$ cat src/rtl/mem_pkg.sv
`default_nettype none
// ============================================================================
// mem_pkg : shared state encoding and write-back bundle for mem_stage
// Rev 1.0
// ============================================================================
package mem_pkg;

  localparam int REG_ADDR_W = 5;
  localparam int WB_DATA_W  = 32;

  typedef enum logic [1:0] {
    IDLE = 2'd0,
    REQ  = 2'd1,
    WAIT = 2'd2
  } mem_state_e;

  typedef struct packed {
    logic                  valid;
    logic                  reg_write;
    logic [REG_ADDR_W-1:0] rd_add;
    logic [WB_DATA_W-1:0]  data;
  } wb_bundle_t;

endpackage
`default_nettype wire

$ cat src/rtl/mem_tmo_cnt.sv
`default_nettype none
// ============================================================================
// mem_tmo_cnt : 8-bit clear/enable counter flagging the TMO_CYCLES-th cycle
// Rev 1.0
// ============================================================================
module mem_tmo_cnt #(
  parameter int TMO_CYCLES = 255
) (
  input  logic clk,
  input  logic rst_n,
  input  logic clr,
  input  logic en,
  output logic tc
);

  localparam logic [7:0] TC_VAL = 8'(TMO_CYCLES - 1);

  logic [7:0] cnt_q, cnt_d;

  always_comb begin
    cnt_d = cnt_q;
    if (clr) begin
      cnt_d = '0;
    end else if (en) begin
      cnt_d = cnt_q + 8'd1;
    end
  end

  always_ff @(posedge clk or negedge rst_n) begin
    if (!rst_n) cnt_q <= '0;
    else        cnt_q <= cnt_d;
  end

  // Count is 0 in the first cycle of a state, so TMO_CYCLES-1 marks the last allowed cycle.
  assign tc = en && (cnt_q == TC_VAL);

endmodule
`default_nettype wire

$ cat src/rtl/mem_stage.sv
`default_nettype none
// ============================================================================
// mem_stage : MEM pipeline stage - dmem req/gnt/rvalid access, WB bundle register
// Optional build macro MEM_ALIGN_CHK_EN traps misaligned loads/stores.
// Rev 1.0
// ============================================================================
module mem_stage
  import mem_pkg::*;
#(
  parameter int DATA_W     = 32,
  parameter int ADDR_W     = 32,
  parameter int TMO_CYCLES = 255
) (
  input  logic                  clk,
  input  logic                  reset,
  input  logic                  valid_2_mem,
  input  logic [DATA_W-1:0]     rd,
  input  logic [ADDR_W-1:0]     A,
  input  logic [DATA_W-1:0]     st_data_2_mem,
  input  logic                  mem_read_2_mem,
  input  logic                  mem_write_2_mem,
  input  logic                  mem_to_reg_2_mem,
  input  logic                  reg_write_2_mem,
  input  logic [REG_ADDR_W-1:0] rd_add_value_2_mem,
  output logic                  stall_2_ex,
  output logic                  dmem_req,
  output logic                  dmem_we,
  output logic [ADDR_W-1:0]     dmem_addr,
  output logic [DATA_W-1:0]     dmem_wdata,
  input  logic                  dmem_gnt,
  input  logic                  dmem_rvalid,
  input  logic [DATA_W-1:0]     dmem_rdata,
  output logic                  wb_valid,
  output logic                  wb_reg_write,
  output logic [REG_ADDR_W-1:0] wb_rd_add,
  output logic [DATA_W-1:0]     wb_data,
  output logic                  mem_err
);

  mem_state_e            state_q, state_d;
  logic [ADDR_W-1:0]     addr_q, addr_d;
  logic [DATA_W-1:0]     wdata_q, wdata_d;
  logic [DATA_W-1:0]     rdv_q, rdv_d;
  logic                  store_q, store_d;
  logic                  m2r_q, m2r_d;
  logic                  rw_q, rw_d;
  logic [REG_ADDR_W-1:0] rda_q, rda_d;
  wb_bundle_t            wb_q, wb_d;
  logic                  err_q, err_d;

  logic tmo_clr, tmo_en, tmo_tc;
  logic mem_op, misalign;

  assign mem_op = mem_read_2_mem | mem_write_2_mem;

`ifdef MEM_ALIGN_CHK_EN
  assign misalign = (A[1:0] != 2'b00);
`else
  assign misalign = 1'b0;
`endif

  mem_tmo_cnt #(.TMO_CYCLES(TMO_CYCLES)) u_tmo (
    .clk   (clk),
    .rst_n (reset),
    .clr   (tmo_clr),
    .en    (tmo_en),
    .tc    (tmo_tc)
  );

  always_comb begin
    state_d   = state_q;
    addr_d    = addr_q;
    wdata_d   = wdata_q;
    rdv_d     = rdv_q;
    store_d   = store_q;
    m2r_d     = m2r_q;
    rw_d      = rw_q;
    rda_d     = rda_q;
    wb_d      = wb_q;
    wb_d.valid = 1'b0;
    err_d     = 1'b0;
    tmo_clr   = 1'b0;
    tmo_en    = 1'b0;

    case (state_q)
      IDLE: begin
        if (valid_2_mem && !mem_op) begin
          wb_d.valid     = 1'b1;
          wb_d.reg_write = reg_write_2_mem;
          wb_d.rd_add    = rd_add_value_2_mem;
          wb_d.data      = WB_DATA_W'(rd);
        end else if (valid_2_mem && misalign) begin
          wb_d.valid     = 1'b1;
          wb_d.reg_write = 1'b0;
          err_d          = 1'b1;
        end else if (valid_2_mem) begin
          // Read+write together is a store: no register write-back.
          addr_d  = A;
          wdata_d = st_data_2_mem;
          rdv_d   = rd;
          store_d = mem_write_2_mem;
          m2r_d   = mem_to_reg_2_mem;
          rw_d    = reg_write_2_mem;
          rda_d   = rd_add_value_2_mem;
          tmo_clr = 1'b1;
          state_d = REQ;
        end
      end
      REQ: begin
        tmo_en = 1'b1;
        if (dmem_gnt) begin
          if (store_q) begin
            wb_d.valid     = 1'b1;
            wb_d.reg_write = 1'b0;
            state_d        = IDLE;
          end else begin
            tmo_clr = 1'b1;
            state_d = WAIT;
          end
        end else if (tmo_tc) begin
          wb_d.valid     = 1'b1;
          wb_d.reg_write = 1'b0;
          err_d          = 1'b1;
          state_d        = IDLE;
        end
      end
      WAIT: begin
        tmo_en = 1'b1;
        if (dmem_rvalid) begin
          wb_d.valid     = 1'b1;
          wb_d.reg_write = rw_q;
          wb_d.rd_add    = rda_q;
          wb_d.data      = m2r_q ? WB_DATA_W'(dmem_rdata) : WB_DATA_W'(rdv_q);
          state_d        = IDLE;
        end else if (tmo_tc) begin
          wb_d.valid     = 1'b1;
          wb_d.reg_write = 1'b0;
          err_d          = 1'b1;
          state_d        = IDLE;
        end
      end
      default: state_d = IDLE;
    endcase
  end

  always_ff @(posedge clk or negedge reset) begin
    if (!reset) begin
      state_q <= IDLE;
      addr_q  <= '0;
      wdata_q <= '0;
      rdv_q   <= '0;
      store_q <= 1'b0;
      m2r_q   <= 1'b0;
      rw_q    <= 1'b0;
      rda_q   <= '0;
      wb_q    <= '0;
      err_q   <= 1'b0;
    end else begin
      state_q <= state_d;
      addr_q  <= addr_d;
      wdata_q <= wdata_d;
      rdv_q   <= rdv_d;
      store_q <= store_d;
      m2r_q   <= m2r_d;
      rw_q    <= rw_d;
      rda_q   <= rda_d;
      wb_q    <= wb_d;
      err_q   <= err_d;
    end
  end

  // Stall covers the capture cycle and every REQ/WAIT cycle, dropping on return to IDLE.
  assign stall_2_ex   = (state_q != IDLE) || (valid_2_mem && mem_op);
  assign dmem_req     = (state_q == REQ);
  assign dmem_we      = (state_q == REQ) && store_q;
  assign dmem_addr    = addr_q;
  assign dmem_wdata   = wdata_q;
  assign wb_valid     = wb_q.valid;
  assign wb_reg_write = wb_q.reg_write;
  assign wb_rd_add    = wb_q.rd_add;
  assign wb_data      = DATA_W'(wb_q.data);
  assign mem_err      = err_q;

endmodule
`default_nettype wire

$ cat config.mk
export PLATFORM = sky130hd
export DESIGN_NAME = mem_stage
export DESIGN_NICKNAME = d
export VERILOG_FILES = /design/src/rtl/mem_pkg.sv /design/src/rtl/mem_tmo_cnt.sv /design/src/rtl/mem_stage.sv
export SDC_FILE = /design/constraint.sdc
export NUM_CORES = 1
export LEC_CHECK = 0
export ABC_AREA = 1
export CELL_PAD_IN_SITES_DETAIL_PLACEMENT = 0
export CELL_PAD_IN_SITES_GLOBAL_PLACEMENT = 1
export CORE_ASPECT_RATIO = 2
export CORE_MARGIN = 2
export CORE_UTILIZATION = 35
export CTS_CLUSTER_SIZE = 25
export DETAILED_ROUTE_END_ITERATION = 8
export PLACE_DENSITY_LB_ADDON = 0.08
export SYNTH_ARGS = -nofsm -noshare
export SYNTH_HDL_FRONTEND = slang
export SYNTH_SLANG_ARGS = --single-unit
$ cat constraint.sdc
create_clock -name clk -period 3.5 [get_ports clk]
set_input_delay 0.7 -clock clk [delete_from_list [all_inputs] [get_ports clk]]
set_output_delay 0.7 -clock clk [all_outputs]
set_load 0.03 [all_outputs]
[After elaboration in Yosys (flattened, before gate mapping)]
Index checks and enable logic that the tools add are counted.
Storage, ports and cells
  word-level logic and storage cells: 70
  register bits after elaboration: 154
  bits of input ports: 142
Cells by class
  multiplexer cells: 29
  $add $sub $neg: 1
  eq/ne operators: 8
  reductions and logical operators: 16
  bitwise gates (word level): 2
Operators with widths (count)
  2-to-1 mux 37 bit: 2
  case mux 37 bit (2 select lines): 1
  2-to-1 mux 32 bit: 1
  2-to-1 mux 2 bit: 11
  2-to-1 mux 8 bit: 2
  case mux 2 bit (3 select lines): 2
  AND reduction 3 bit: 3
  adder 8 x 1 -> 8 bit, second input constant: 1
  equality test 8 bit, second input constant: 1
  2-to-1 mux 1 bit: 8
  != test 2 bit, second input constant: 4
  nonzero test 2 bit: 3
  logical AND 1 bit: 4
  case mux 1 bit (2 select lines): 2
  != test 3 x 2 -> 1 bit, second input constant: 1
  nonzero test 3 bit: 1
  equality test 2 x 1 -> 1 bit, second input constant: 1
  equality test 2 bit, second input constant: 1
  zero test 2 bit: 1
  AND reduction 2 bit: 1
  OR reduction 2 bit: 1
  zero test 1 bit: 1
  logical OR 1 bit: 1
  inverter 1 bit: 1
  OR 1 bit: 1

[Longest topological paths before layout]
  word-level depth: 7
  mapped depth: 9

[Modules after synthesis]
Synthesis repeated with hierarchy kept, for this count alone.
Unflattened totals
  cell total of the unflattened synthesis: 839
  area total of the unflattened synthesis: 6956.7 um^2
Modules (own cells, without submodules)
  mem_stage: sequential area each 3653.5 um^2, area each 6512.5 um^2, cells an instance 780, times used 1
  mem_tmo_cnt: sequential area each 200.2 um^2, area each 444.2 um^2, cells an instance 59, times used 1

[Worst setup path before layout]
No wires, ideal clock.
  path kind: input-to-output
  start: input port mem_write_2_mem
  end: output port stall_2_ex
  setup slack: 1.525 ns
  arrival time: 1.275 ns
  stages on the path: 4
  data required time: 2.800 ns
  path through: inv_1 nand2_1 a21oi_1 inv_1
On the way
  word-level cells in the longest chain between the ends: 3
RTL lines
  from (decl): RTL line mem_stage.sv:21  | input logic mem_write_2_mem,
  OR 1 bit: RTL line mem_stage.sv:54  | assign mem_op = mem_read_2_mem | mem_write_2_mem;
  logical AND 1 bit: RTL line mem_stage.sv:173  | assign stall_2_ex = (state_q != IDLE) || (valid_2_mem && mem_op);
  logical OR 1 bit: RTL line mem_stage.sv:173
  to (decl): RTL line mem_stage.sv:25  | output logic stall_2_ex,
Every way passes these cells.

[Final worst setup path]
  start: register state_q[0]
  end: output port stall_2_ex
On the way
  word-level cells in the longest chain between the ends: 2
RTL lines
  from (decl): RTL line mem_stage.sv:40  | mem_state_e state_q, state_d;
  from (signal assigned): RTL line mem_stage.sv:159  | state_q <= state_d;
  nonzero test 2 bit: RTL line mem_stage.sv:173
  logical OR 1 bit: RTL line mem_stage.sv:173
Every way passes these cells.

==> qor.txt <==
Run status - finished clean
Total Wirelength - 18.85 mm
CP peak stage delay - 0.60 ns
Final worst path period need - 2.992 ns
Kind of critical path - reg2out
Clk network pwr share - 18.7%
Initial antenna violation count - 1
Largest cells by area after synthesis - dfrtp_1, mux2_2, nand2_1
Clock Tree Root - clkbuf_16
Distinct cells, synth - 27
I/O Pins - 249
Worst Tran Pin Value - 1.185 ns
R2R cell count - 5
Critical path destination - stall_2_ex
Synth area leader - dfrtp_1
Drt pass-1 iters - 5
Vias in the first global route - 5872
Synth Net Count - 844
Detailed Place HPWL - 13.50 mm
Synth Area in Adders - 1.105%
Ys async rst share - 100.0%
Cell with the most instances after synthesis - nand2_1
Crit path launch type - flop
# H-tree levels - 4
Cell mode on critical path - inv_1
Final setup viols - 0
Mapped Cells - 696
Commonest cells in the netlist - nand2_1, dfrtp_1, mux2_2, o21ai_0, inv_1
TritonCTS clock tree - built
Core area - 19190 sq um
Combinational power share - 48.7%
GR Util met2 - 33.99%
Routed Antenna Nets - 0
Pin count of the biggest net entering global routing - 64
Flop pwr share - 32.6%
Post-DR wirelength/cell - 15.61 microns
Net Switching - 3927 uW
Main combinational cell family by area after synthesis - simple AND/OR/NAND/NOR gates
Xor-xnor portion of the synthesized cell area - 0.3867%
#FFs+latches synth - 154
Post-cts gate resize count - 0
Die footprint - 20610 sq um
Vias - 5664
Cell row count - 72
Crit Path Max Fanout - 4
Worst path slowest cell - clkdlybuf4s50_1
DRC viols - 0
GP Congestion - 0.7890
First DRT Iteration DRCs - 256
Nets - 1082
RSZ-0062 raised after global routing - no
GRT overflow - 0
Crit end category - output pin
Leakage - 0.004514 uW
GR Util All Layers - 18.68%
Die Width - 102.5 microns
TNS Setup - 0 ns
Via/cell ratio - 4.693
Reg2reg start - m2r_q
Max-capacitance violation count - 0
Gr busiest metal - met2
Reg2reg setup slack - 0.97 ns
Yosys warnings - 0
Mux contribution to synthesized area - 10.61%
Top cell type's share of synthesized area - 56.72%
Max Clock Freq - 334.3 MHz
Tcrit/Tclk final - 85.48%
Latest clock arrival within the worst-skew pair - 0.42 ns
Synthesized-area fraction occupied by and/or/nand/nor cells - 14.40%
Grt met3 use - 4.248%
Compound-Gate Fraction of Synth Area - 9.540%
Sequential area share after synthesis - 56.72%
CP cell instances - inv_1, ha_1, inv_2, a21oi_1, inv_1, clkdlybuf4s50_1
EDFF count, synth - 0
Clock sinks - 154
Avg Inst Size Synth - 9.762 sq um
Critical path arrival - 2.29 ns
Relative slew margins - 20.94%
Initial Util - 35.41%
M1 GR Usage - 20.13%
Post CTS Setup Buffer Count - 0
# hold bufs at CTS - 0
Final Hold Violating Endpoints - 0
Slew Viols, Final - 0
Peak supply drop - 0.5564 mV
First-pass GRT wire length - 29.77 mm
Area grow syn2layout - 47.05%
Reg-to-Reg End - wb_data[13]
IO buf count - 248
Die height - 201.0 microns
PD cells - 960.8 nW/um^2
Skew final - 0.008109 ns
Net Sw Frac - 40.91%
Hold crit path type - in2async
Clock buffer depth - 2
Share of cells above drive strength 1 - 11.19%
Worst setup path startpoint - state_q[0]
Req. time, crit path - 2.80 ns
Internal power - 5672 uW
Cts bufs inserted - 17
Cell area after synthesis - 6794 sq um
Ys flop type - dfrtp_1
Register clock-pin slew on the reported worst setup and hold paths - 0.06 ns
Total power - 9599 uW
registers in the layout, indices dropped and copies added, names as in the netlist, 2 cells and up:
name	cells
rda_q	5
wb_rd_add	5
wb_data	32
u_tmo.cnt_q	8
rdv_q	32
state_q	2
dmem_wdata	32
dmem_addr	32
critical path, delay by kind of cell (launching register included):
family	cells	cell delay [ns]
compound gates	1	0.29
fa+ha+maj	1	0.28
buf+inv	4	0.88
flops	1	0.41
power by group through the flow:
stage	Combinational (uW)	Clock (uW)	Sequential, uW
after floorplan	1790	0	4250
after global placement	4680	0	3120
after detailed placement	4740	0	3170
after CTS	4750	1850	3140
after global routing	5060	1930	3240
final	4670	1790	3130
worst min-delay path by stage:
| stage | startpoint | slack (ns) | to |
|---|---|---|---|
| after floorplan | reset | 0.40 | dmem_addr[0] |
| after global placement | rdv_q[30] | 0.46 | rdv_q[30] |
| after detailed placement | wb_data[10] | 0.46 | wb_data[10] |
| after CTS | reset | 0.28 | dmem_wdata[30] |
| after global routing | reset | 0.29 | dmem_wdata[30] |
| final | reset | 0.26 | dmem_wdata[30] |
stage by stage:
step           utilization, %  area, sq um  hold WS, ns  setup slack [ns]  cells
4_1_cts                 52.05         9988       0.2817            0.4502   1206
5_1_grt                 52.07         9991       0.2893            0.3358   1207
6_report                52.07         9991       0.2641            0.5083   1207
2_1_floorplan               -         6794       0.4044             1.525    696
3_3_place_gp            49.07         9415       0.4616            0.4776   1174
3_5_place_dp            49.07         9415       0.4641            0.4838   1174
metal layers:
layer  up-vias  routed length, microns
met5         -                       0
met4         0                     495
met3        30                     995
met2       186                   10190
met1      2713                    7162
li1       2735                       -
cell usage in the layout, fill, tap and decap left out, drive strengths merged, types with 2 or more instances in the layout:
cell type      synthesis  routed
clkdlybuf4s50          0     247
nand2                191     191
dfrtp                154     154
o21ai                 79      79
mux2                  64      64
inv                   58      58
nor2                  51      51
o22ai                 32      32
clkbuf                15      21
a21oi                  9       9
buf                   21       8
nand3                  7       7
ha                     6       6
clkinv                 1       6
clkinvlp               0       4
xor2                   2       2
nor3                   2       2
bufinv                 0       2
cells by family (layout without fill, tap and decap cells):
group / count (synthesis) / count (layout)
xor gates and xnor gates: 3 / 3
and+or+nand+nor: 253 / 253
AOI/OAI and AO/OA: 121 / 121
adders and majority gates: 6 / 6
muxes: 64 / 64
DFF: 154 / 154
buffers and inverters: 95 / 346
other: 0 / 1
area by class of cell:
| cell class | instances | area [sq um] |
|---|---|---|
| clock inverter | 11 | 122.6 |
| antenna | 1 | 2.502 |
| sequential | 154 | 3854 |
| inverter | 59 | 222.7 |
| tap | 259 | 324.1 |
| timing repair buffer | 255 | 2561 |
| clock buffer | 21 | 450.4 |
| fill | 1827 | 9198 |
| multi-input combinational | 447 | 2454 |
(Power assumes the default switching activity.)
